===== config.mk =====
export PLATFORM = sky130hd
export DESIGN_NAME = psg_register_interface
export DESIGN_NICKNAME = d
export VERILOG_FILES = /design/src/rtl/psg_pkg.sv /design/src/rtl/psg_write_wait_timer.sv /design/src/rtl/psg_register_interface.sv
export SDC_FILE = /design/constraint.sdc
export NUM_CORES = 1
export LEC_CHECK = 0
export ABC_AREA = 1
export BUFFER_PORTS_ARGS = -buffer_cell sky130_fd_sc_hd__buf_4
export CAP_MARGIN = 20
export CORE_MARGIN = 4
export CORE_UTILIZATION = 45
export DETAILED_ROUTE_END_ITERATION = 6
export GPL_TIMING_DRIVEN = 0
export PLACE_DENSITY = 0.76
export SLEW_MARGIN = 15
export SYNTH_ARGS = -nofsm -noshare
export SYNTH_HDL_FRONTEND = slang
export SYNTH_SLANG_ARGS = --single-unit

===== constraint.sdc =====
create_clock -name clk -period 3.65 [get_ports clk]
set_input_delay 0.73 -clock clk [delete_from_list [all_inputs] [get_ports clk]]
set_output_delay 0.73 -clock clk [all_outputs]
set_load 0.03 [all_outputs]

===== src/rtl/psg_pkg.sv =====
// Shared constants for the SN76489-compatible PSG register interface:
// register indices, reset codes and CPU byte field positions.
package psg_pkg;

  localparam logic [2:0] REG_TONE0 = 3'd0;
  localparam logic [2:0] REG_ATT0  = 3'd1;
  localparam logic [2:0] REG_TONE1 = 3'd2;
  localparam logic [2:0] REG_ATT1  = 3'd3;
  localparam logic [2:0] REG_TONE2 = 3'd4;
  localparam logic [2:0] REG_ATT2  = 3'd5;
  localparam logic [2:0] REG_NOISE = 3'd6;
  localparam logic [2:0] REG_ATT3  = 3'd7;

  localparam logic [3:0] ATTENUATION_SILENT = 4'hF;

  localparam int LATCH_FLAG_BIT = 7;
  localparam int IDX_MSB        = 6;
  localparam int IDX_LSB        = 4;
  localparam int LOW_MSB        = 3;
  localparam int HIGH_MSB       = 5;
  localparam int NOISE_MSB      = 2;

  // Registers pair up per channel: index[2:1] selects the channel.
  function automatic logic [1:0] reg_channel(logic [2:0] idx);
    return idx[2:1];
  endfunction

endpackage


===== src/rtl/psg_write_wait_timer.sv =====
// READY wait-state emulation: after each accepted byte, ready drops
// for exactly CYCLES cycles. Used only when PSG_WRITE_WAIT_EN is defined.
module psg_write_wait_timer #(
  parameter int unsigned CYCLES = 32
) (
  input  logic clk,
  input  logic reset,
  input  logic start,
  output logic ready
);

  localparam int unsigned CW = (CYCLES > 0) ? $clog2(CYCLES + 1) : 1;

  logic [CW-1:0] cnt_q, cnt_d;
  logic          ready_q;

  always_comb begin
    cnt_d = cnt_q;
    if (start) begin
      cnt_d = CW'(CYCLES);
    end else if (cnt_q != '0) begin
      cnt_d = cnt_q - CW'(1);
    end
  end

  always_ff @(posedge clk or posedge reset) begin
    if (reset) begin
      cnt_q   <= '0;
      ready_q <= 1'b1;
    end else begin
      cnt_q   <= cnt_d;
      ready_q <= (cnt_d == '0);
    end
  end

  assign ready = ready_q;

endmodule


===== src/rtl/psg_register_interface.sv =====
// CPU write decoder for the SN76489-compatible PSG (latch/data bytes).
// Define PSG_WRITE_WAIT_EN to enable READY wait-state emulation.
module psg_register_interface
  import psg_pkg::*;
#(
  parameter int unsigned CONTROL_BITS      = 4,
  parameter int unsigned TONE_BITS         = 10,
  parameter int unsigned WRITE_WAIT_CYCLES = 32
) (
  input  logic                    clk,
  input  logic                    reset,
  input  logic [7:0]              data_in,
  input  logic                    write,
  output logic                    ready,
  output logic [TONE_BITS-1:0]    tone_period_0,
  output logic [TONE_BITS-1:0]    tone_period_1,
  output logic [TONE_BITS-1:0]    tone_period_2,
  output logic [2:0]              noise_control,
  output logic                    noise_reset,
  output logic [CONTROL_BITS-1:0] attenuation_0,
  output logic [CONTROL_BITS-1:0] attenuation_1,
  output logic [CONTROL_BITS-1:0] attenuation_2,
  output logic [CONTROL_BITS-1:0] attenuation_3
);

  logic [2:0][TONE_BITS-1:0]    tone_q, tone_d;
  logic [3:0][CONTROL_BITS-1:0] att_q, att_d;
  logic [2:0]                   noise_q, noise_d;
  logic                         nrst_q, nrst_d;
  logic [2:0]                   idx_q, idx_d;

  logic       accept;
  logic       is_latch;
  logic [2:0] tgt;
  logic [1:0] ch;

  assign accept   = write && ready;
  assign is_latch = data_in[LATCH_FLAG_BIT];
  // A latch byte addresses its own index in the same cycle it latches it.
  assign tgt      = is_latch ? data_in[IDX_MSB:IDX_LSB] : idx_q;
  assign ch       = reg_channel(tgt);

  always_comb begin
    idx_d   = idx_q;
    tone_d  = tone_q;
    att_d   = att_q;
    noise_d = noise_q;
    nrst_d  = 1'b0;
    if (accept) begin
      if (is_latch) begin
        idx_d = data_in[IDX_MSB:IDX_LSB];
      end
      unique case (tgt)
        REG_TONE0, REG_TONE1, REG_TONE2: begin
          if (is_latch) begin
            tone_d[ch][LOW_MSB:0] = data_in[LOW_MSB:0];
          end else begin
            tone_d[ch][TONE_BITS-1:LOW_MSB+1] = data_in[HIGH_MSB:0];
          end
        end
        REG_ATT0, REG_ATT1, REG_ATT2, REG_ATT3: begin
          att_d[ch] = CONTROL_BITS'(data_in[LOW_MSB:0]);
        end
        REG_NOISE: begin
          noise_d = data_in[NOISE_MSB:0];
          nrst_d  = 1'b1;
        end
      endcase
    end
  end

  always_ff @(posedge clk or posedge reset) begin
    if (reset) begin
      tone_q  <= '0;
      att_q   <= {4{CONTROL_BITS'(ATTENUATION_SILENT)}};
      noise_q <= '0;
      nrst_q  <= 1'b0;
      idx_q   <= REG_TONE0;
    end else begin
      tone_q  <= tone_d;
      att_q   <= att_d;
      noise_q <= noise_d;
      nrst_q  <= nrst_d;
      idx_q   <= idx_d;
    end
  end

`ifdef PSG_WRITE_WAIT_EN
  psg_write_wait_timer #(
    .CYCLES(WRITE_WAIT_CYCLES)
  ) u_wait (
    .clk  (clk),
    .reset(reset),
    .start(accept),
    .ready(ready)
  );
`else
  logic unused_wait;
  assign unused_wait = |WRITE_WAIT_CYCLES;
  assign ready       = 1'b1;
`endif

  assign tone_period_0 = tone_q[0];
  assign tone_period_1 = tone_q[1];
  assign tone_period_2 = tone_q[2];
  assign attenuation_0 = att_q[0];
  assign attenuation_1 = att_q[1];
  assign attenuation_2 = att_q[2];
  assign attenuation_3 = att_q[3];
  assign noise_control = noise_q;
  assign noise_reset   = nrst_q;

endmodule


==> results.cfg, run 1 <==
[status]
status = finished clean

[die]
io_pins = 62
start_util = 0.478
coreArea_mm2 = 0.00488
die_width_um = 80.0
die_h_um = 80.0
dieArea_mm2 = 0.00640
num_rows = 25

[global_route]
grt_pass1_wl_mm = 9.07
antenna_found_initial = 0
grt_pass1_vias = 1874
grtUsageTotal = 0.182
grt_overflow = 0
grt_max_degree = 38

[timing]
clock_skew_ns = 0.00410
finalMaxSlewViolations = 0
rsz0062_at_grt = no
hold_viol = 0
setup_viol = 0
tns_ns = 0
fmax_mhz = 574
finalCritPeriodShare = 0.477
layout_min_cycle_time_ns = 1.74

[cells_and_area]
seq_area_mm2 = 0.00135
drive_gt1_frac = 0.338
syn2layout_area_growth_pct = 26.3
multiInputGateArea_um2 = 877
nFillCells = 460
final_area_mm2 = 0.00295
antenna_cells = 0
nets = 338

[worst_setup_path]
critPathArrivalTime_ns = 1.01
end_kind = primary output
slowest_delay_ns = 0.55
critPathBufInv = 1
crit_family = flip-flops
cp_max_fo = 2
cp.required_ns = 2.92
cp_cell_sequence = buf_4
r2r_slack_ns = 2.35
slowest_stage = dfstp_2
startpoint_type = register
crit_type = register to primary output

[synthesis]
yosys_warnings = 0
async_flop_share = 1.00
yosys-top-cells-area = dfrtp_1, dfstp_2, nand2_1, o21ai_1, nand3_1
syn_nets = 274
seq_area_frac_synth = 0.577
synthCells = 263
syn_area_mm2 = 0.00233
yosysTopAreaCell = dfrtp_1
synth_flop_cell = dfrtp_1
yosysMostFrequentCell = nand2_1
synth_edf_count = 0
ys_ff_latch = 53
synthDistinctLibCells = 19
syn_avg_cell_area_um2 = 8.87
netlist.area_leader.share = 0.397
synthTopCellsByCount = nand2_1, dfrtp_1, o21ai_1, nand3_1, dfstp_2

[routing]
wire_per_inst_um = 13.4
routed_wl_mm = 5.30
num_vias = 1910
ant_nets = 0
via_per_inst = 4.84
drc = 0
dr.pass1.iters = 5
drt_iter0_drc = 109

[flow_run]
maxCapViolCount = 0

[place]
place.gp.congestion = 0.758
dp_hpwl_mm = 3.87
port_buffers = 56
placed_area_mm2 = 0.00286

[cts]
clkSinkCount = 53
cts_setup_buffers = 0
post_cts_resized = 0
cts_tree = done
clk_pin_slew_worst_paths_ns = 0.09
htree_levels = 2
clk_latency_ns = 0.30
clockBufferDepth = 2
cts_root_buf = clkbuf_8
cts_buffers = 5
hold_buffers = 0

[power]
total_leakage_power_nw = 1.55
max-vdd-ir-drop_mv = 0.431
p_per_area_mw_per_mm2 = 707

[min_path]
hp-class = input pin to async pin
logic make-up after synthesis:
family	synth area share
other	0.00161
buffers and inverters	0.0467
AND/OR/NAND/NOR	0.297
flip-flops	0.577
AO/OA/AOI/OAI	0.0773
area by class of cell:
type                            count  share of cell area
Tap cell                           67              0.0285
Inverter                           12              0.0153
Clock buffer                        8              0.0306
Buffer                             10              0.0217
Timing Repair Buffer               57               0.149
Multi-Input combinational cell    188               0.298
Sequential cell                    53               0.457
layout by cell type, fill, tap and decap left out:
master,Yosys,layout
conb_1,1,1
o21ai_0,6,6
clkbuf_8,0,6
nor2_4,4,4
nor2_8,1,1
nand2_4,3,3
nor2_1,3,3
nand2_2,4,4
o21ai_1,30,30
buf_6,1,1
nor2_2,4,4
nand2_1,112,112
dfstp_2,16,16
nand3_1,19,19
buf_4,3,59
buf_2,6,6
buf_12,0,1
inv_1,8,7
inv_2,4,5
nand3_4,1,1
dfrtp_1,37,37
clkbuf_1,0,2
where the power goes:
group / internal (mW) / leakage [nW] / switching, mW
registers: 0.796 / 0.639 / 0.0951
clock network: 0.155 / 0.0455 / 0.178
logic: 0.297 / 0.862 / 0.563
total: 1.25 / 1.55 / 0.836
through the flow:
stage               hold slack [ns]  power (mW)  cells  utilization  setup slack, ns
floorplan                     0.450        1.43    263            -             1.66
global placement              0.459        1.75    386        0.581             1.02
detailed placement            0.465        1.77    387        0.585             1.78
CTS                           0.399        2.11    395        0.604             1.89
global route                  0.412        2.22    395        0.604             1.86
finish                        0.396        2.08    395        0.604             1.91
sequential cells by signal (all words and copies together) (netlist names):
| signal | cells |
|---|---|
| noise_reset | 1 |
| idx_q | 3 |
| attenuation_3 | 4 |
| tone_period_0 | 10 |
| attenuation_1 | 4 |
| noise_control | 3 |
| attenuation_2 | 4 |
| tone_period_2 | 10 |
| attenuation_0 | 4 |
| tone_period_1 | 10 |
worst reg2reg max path, stage by stage, from the launching register on:
cell and delay [ns]:
dfrtp_1 0.43, inv_2 0.07, nand2_1 0.05, nand2_1 0.17, nand2_1 0.19, nor2_2 0.18
nand2_1 0.07, nand2_1 0.08
layer usage:
| metal | routed length (µm) | GRT usage |
|---|---|---|
| met1 | 2470 | 0.244 |
| met2 | 2540 | 0.295 |
| met3 | 215 | 0.0429 |
| met4 | 70 | 0.0524 |
| met5 | 0 | 0 |
final timing paths:
path	to	start	cells past startpoint
max	attenuation_2[3]	attenuation_2[3]	1
min	tone_period_1[0]	reset	2
max reg2reg	attenuation_0[2]	idx_q[2]	7
min reg2reg	attenuation_0[3]	attenuation_0[3]	2
max in group asynchronous	attenuation_1[1]	reset	3
min in group clk	attenuation_0[3]	attenuation_0[3]	2
Note: power is estimated with default switching activity, not from simulation.
==> run 2: changes to the inputs <==
Settings changed: PLACE_DENSITY 0.76 to 0.79.
Clock period 3.65 ns to 1.4 ns, I/O delays scaled along.
==> results.cfg, run 2 (synthesized netlist as in run 1, its figures left out) <==
[status]
status = finished clean

[timing]
setup_viol = 0
fmax_mhz = 777
hold_slack_ns = 0.241
finalMaxSlewViolations = 0
tns_ns = 0
layout_min_cycle_time_ns = 1.29
hold_viol = 0
setup_slack_ns = 0.113
rsz0062_at_grt = no
clock_skew_ns = 0.00460
finalCritPeriodShare = 0.919

[power]
finalPower_mw = 5.45
internal_power_mw = 3.26
seq_power_share = 0.427
max-vdd-ir-drop_mv = 0.827
power.switching_mw = 2.19
total_leakage_power_nw = 1.55
swShare = 0.402
p_per_area_mw_per_mm2 = 1830
power_frac_comb = 0.414
clkPwrFrac = 0.158

[cts]
clkSinkCount = 53
clockBufferDepth = 2
cts_buffers = 5
cts_tree = done
clk_pin_slew_worst_paths_ns = 0.09
cts_root_buf = clkbuf_8
cts_setup_buffers = 0
htree_levels = 2
clk_latency_ns = 0.29

[routing]
routed_wl_mm = 5.44
via_per_inst = 4.93
drt_iter0_drc = 60
dr.pass1.iters = 5
wire_per_inst_um = 13.7
ant_nets = 0
drc = 0
num_vias = 1954

[flow_run]
maxCapViolCount = 0

[die]
die_width_um = 80.0
coreArea_mm2 = 0.00488
die_h_um = 80.0
dieArea_mm2 = 0.00640
start_util = 0.478
num_rows = 25
io_pins = 62

[worst_setup_path]
reg2reg_from = idx_q[0]
crit_type = register to register
cp.required_ns = 1.58
slowest_stage = dfrtp_1
ff2ff_path_depth = 5
critPathArrivalTime_ns = 1.47
worst_path_most_repeated_cell = nand2_1
cp_max_fo = 10
rr_endpoint = tone_period_2[6]
end_kind = register
startpoint_type = register
r2r_slack_ns = 0.11
cp_cell_sequence = nand2_1 > nand3_4 > buf_2 > o21ai_1 > nand2_1
slowest_delay_ns = 0.39

[cells_and_area]
seq_area_mm2 = 0.00135
nets = 339
syn2layout_area_growth_pct = 27.7
utilization = 0.610
final_area_mm2 = 0.00298
nFillCells = 452
stdcell_count = 396
multiInputGateArea_um2 = 895
antenna_cells = 0
final_common_cell = nand2_1
drive_gt1_frac = 0.347
mostFrequentLayoutCells = nand2_1, buf_4, dfrtp_1

[place]
dp_hpwl_mm = 3.99
placed_area_mm2 = 0.00286
port_buffers = 56
place.gp.congestion = 0.776
dp_cells = 387
dp_slack_ns = -0.0377

[global_route]
grt_pass1_wl_mm = 9.11
grtUsageTotal = 0.184
grt_max_degree = 37
antenna_found_initial = 0
grt_overflow = 0
grt_pass1_vias = 1944

[min_path]
hp-start = data_in[4]
hp-class = input pin to register
holdPathEnd = tone_period_0[8]
timing.hold.worst_path_depth = 3
==> run 2: worst max-delay path: cells and delay by family, from the launching register on <==
kind,cells,cell delay [ns]
AND/OR/NAND/NOR,3,0.41
flip-flops,1,0.39
buffers and inverters,1,0.24
AO/OA/AOI/OAI,1,0.13
==> run 2: power groups by stage <==
stage	Sequential [mW]	Combinational (mW)	Clock, mW
final	2.33	2.26	0.862
after detailed placement	2.36	2.28	0
after global placement	2.34	2.23	0
after global routing	2.39	2.43	0.954
after floorplan	3.20	0.528	0
after CTS	2.33	2.29	0.882
==> run 2: cell type report <==
class / instances / area share
multi-input cells: 188 / 0.300
clock buffers: 8 / 0.0303
inverters: 12 / 0.0164
well taps: 67 / 0.0282
plain buffers: 10 / 0.0214
repair buffers: 58 / 0.151
flip-flops and latches: 53 / 0.452
==> run 2: layer usage <==
layer | share of wire | global-route usage | vias to the layer above
li1 | - | - | 961
met1 | 0.44 | 0.238 | 933
met2 | 0.50 | 0.316 | 53
met3 | 0.051 | 0.0293 | 7
met4 | 0.012 | 0.0541 | 0
met5 | 0 | 0 | -
==> run 2: timing repair <==
item | in CTS | in global routing
endpoints found under the hold margin | 17 | 0
gates resized for setup | 0 | 5
endpoints found under the setup margin | 0 | 8
hold buffers | 1 | 0
==> run 2: how the worst max path moves through the flow <==
stage / start / cells after the start / endpoint
finish: idx_q[0] / 5 / tone_period_2[6]
global route: idx_q[2] / 7 / attenuation_0[2]
CTS: idx_q[0] / 6 / tone_period_2[1]
detailed placement: data_in[7] / 8 / tone_period_1[7]
global placement: data_in[7] / 7 / tone_period_0[7]
floorplan: idx_q[0] / 6 / tone_period_2[0]
==> run 3: changes to the inputs <==
Settings changed: CORE_UTILIZATION 45 to 47, PLACE_DENSITY 0.79 to 0.81.
==> results.cfg, run 3 (synthesized netlist as in run 1, its figures left out) <==
[timing]
worst_slew_pin_slew_ns = 0.547
clock_skew_ns = 0.00658
finalMaxSlewViolations = 0
rsz0062_at_grt = yes
tns_ns = 0
setup_viol = 0
relSlewSlack = 0.635
fmax_mhz = 771
finalCritPeriodShare = 0.926
layout_min_cycle_time_ns = 1.30
hold_viol = 0

[cts]
cts_setup_buffers = 0
clkSinkCount = 53
clk_pin_slew_worst_paths_ns = 0.09
cts_tree = done
htree_levels = 2
clockBufferDepth = 2
cts_buffers = 5
cts_root_buf = clkbuf_8
clk_latency_ns = 0.30

[global_route]
grt_pass1_vias = 2002
grt_pass1_wl_mm = 8.93
grtUsageTotal = 0.184
antenna_found_initial = 0
grt_max_degree = 54
grt_overflow = 0

[worst_setup_path]
cp.required_ns = 1.59
startpoint_type = register
worst_path_most_repeated_cell = nand2_1
cp_max_fo = 10
critPathBufInv = 1
crit_type = register to register
slowest_stage = dfrtp_1
r2r_slack_ns = 0.10
rr_endpoint = tone_period_2[5]
cp_cell_sequence = nand2_1 > nand3_4 > buf_2 > o21ai_1 > nand2_1
critPathArrivalTime_ns = 1.49
reg2reg_from = idx_q[0]
end_kind = register
slowest_delay_ns = 0.39
ff2ff_path_depth = 5
crit_family = simple AND/OR/NAND/NOR gates

[power]
p_per_area_mw_per_mm2 = 1830
max-vdd-ir-drop_mv = 0.777
total_leakage_power_nw = 1.54

[routing]
ant_nets = 0
drt_iter0_drc = 128
num_vias = 1940
via_per_inst = 4.91
wire_per_inst_um = 13.4
routed_wl_mm = 5.29
dr.pass1.iters = 5
drc = 0

[cells_and_area]
antenna_cells = 0
final_common_cell = nand2_1
mostFrequentLayoutCells = nand2_1, buf_4, dfrtp_1
syn2layout_area_growth_pct = 26.9
utilization = 0.623
drive_gt1_frac = 0.345
final_area_mm2 = 0.00296
nets = 338

[die]
coreArea_mm2 = 0.00475
dieArea_mm2 = 0.00615
num_rows = 25
die_width_um = 78.4
die_h_um = 78.4
start_util = 0.491
io_pins = 62

[min_path]
hp-class = input pin to async pin

[place]
place.gp.congestion = 0.802
placed_area_mm2 = 0.00284
dp_hpwl_mm = 3.78
port_buffers = 56

[flow_run]
maxCapViolCount = 0

[status]
status = finished clean
[run 3: power breakdown]
group / switching [mW] / internal [mW] / total, mW
sequential: 0.251 / 2.08 / 2.33
combinational: 1.47 / 0.776 / 2.24
clock: 0.454 / 0.404 / 0.858
[run 3: worst max-delay path by stage]
| stage | start | to | slack [ns] | cells after the start |
|---|---|---|---|---|
| global placement | data_in[7] | tone_period_0[6] | -0.001 | 7 |
| CTS | idx_q[0] | tone_period_2[3] | 0.06 | 6 |
| global route | idx_q[0] | tone_period_1[8] | 0.00002 | 6 |
| finish | idx_q[0] | tone_period_2[5] | 0.10 | 5 |
| floorplan | idx_q[0] | tone_period_2[0] | 0.23 | 6 |
| detailed placement | data_in[7] | tone_period_2[9] | -0.06 | 7 |
[run 3: metal layers]
| layer | share of wire | global-route usage | wire, µm | vias up |
|---|---|---|---|---|
| li1 | - | - | - | 959 |
| met1 | 0.45 | 0.217 | 2360 | 914 |
| met2 | 0.49 | 0.318 | 2590 | 54 |
| met3 | 0.040 | 0.0390 | 210 | 13 |
| met4 | 0.025 | 0.0874 | 132 | 0 |
| met5 | 0 | 0 | 0 | - |
[run 3: worst reg2reg max path: stages (launching register included)]
cell	delay [ns]
dfrtp_1	0.39
nand2_1	0.17
nand3_4	0.18
buf_2	0.24
o21ai_1	0.15
nand2_1	0.06
[run 3: cell type report]
class | instances | area [µm²]
clock buffer | 8 | 90.1
multi-input combinational | 188 | 887
timing repair buffer | 57 | 440
tap | 67 | 83.8
inverter | 12 | 48.8
fill | 425 | 1790
buffer | 10 | 63.8
sequential | 53 | 1350
[run 3: repair_timing]
item,CTS,global route
resized for setup,0,3
endpoints found under the setup margin,0,5
hold buffers,0,0
[run 3: metrics by stage]
step           total power [mW]  hold WS [ns]  std cells  setup slack (ns)
2_1_floorplan              3.73         0.335        263             0.232
3_3_place_gp               4.56         0.456        386          -0.00139
3_5_place_dp               4.61         0.462        386           -0.0560
4_1_cts                    5.47         0.233        394            0.0606
5_1_grt                    5.74        0.0585        395         0.0000162
6_report                   5.43        0.0190        395             0.103
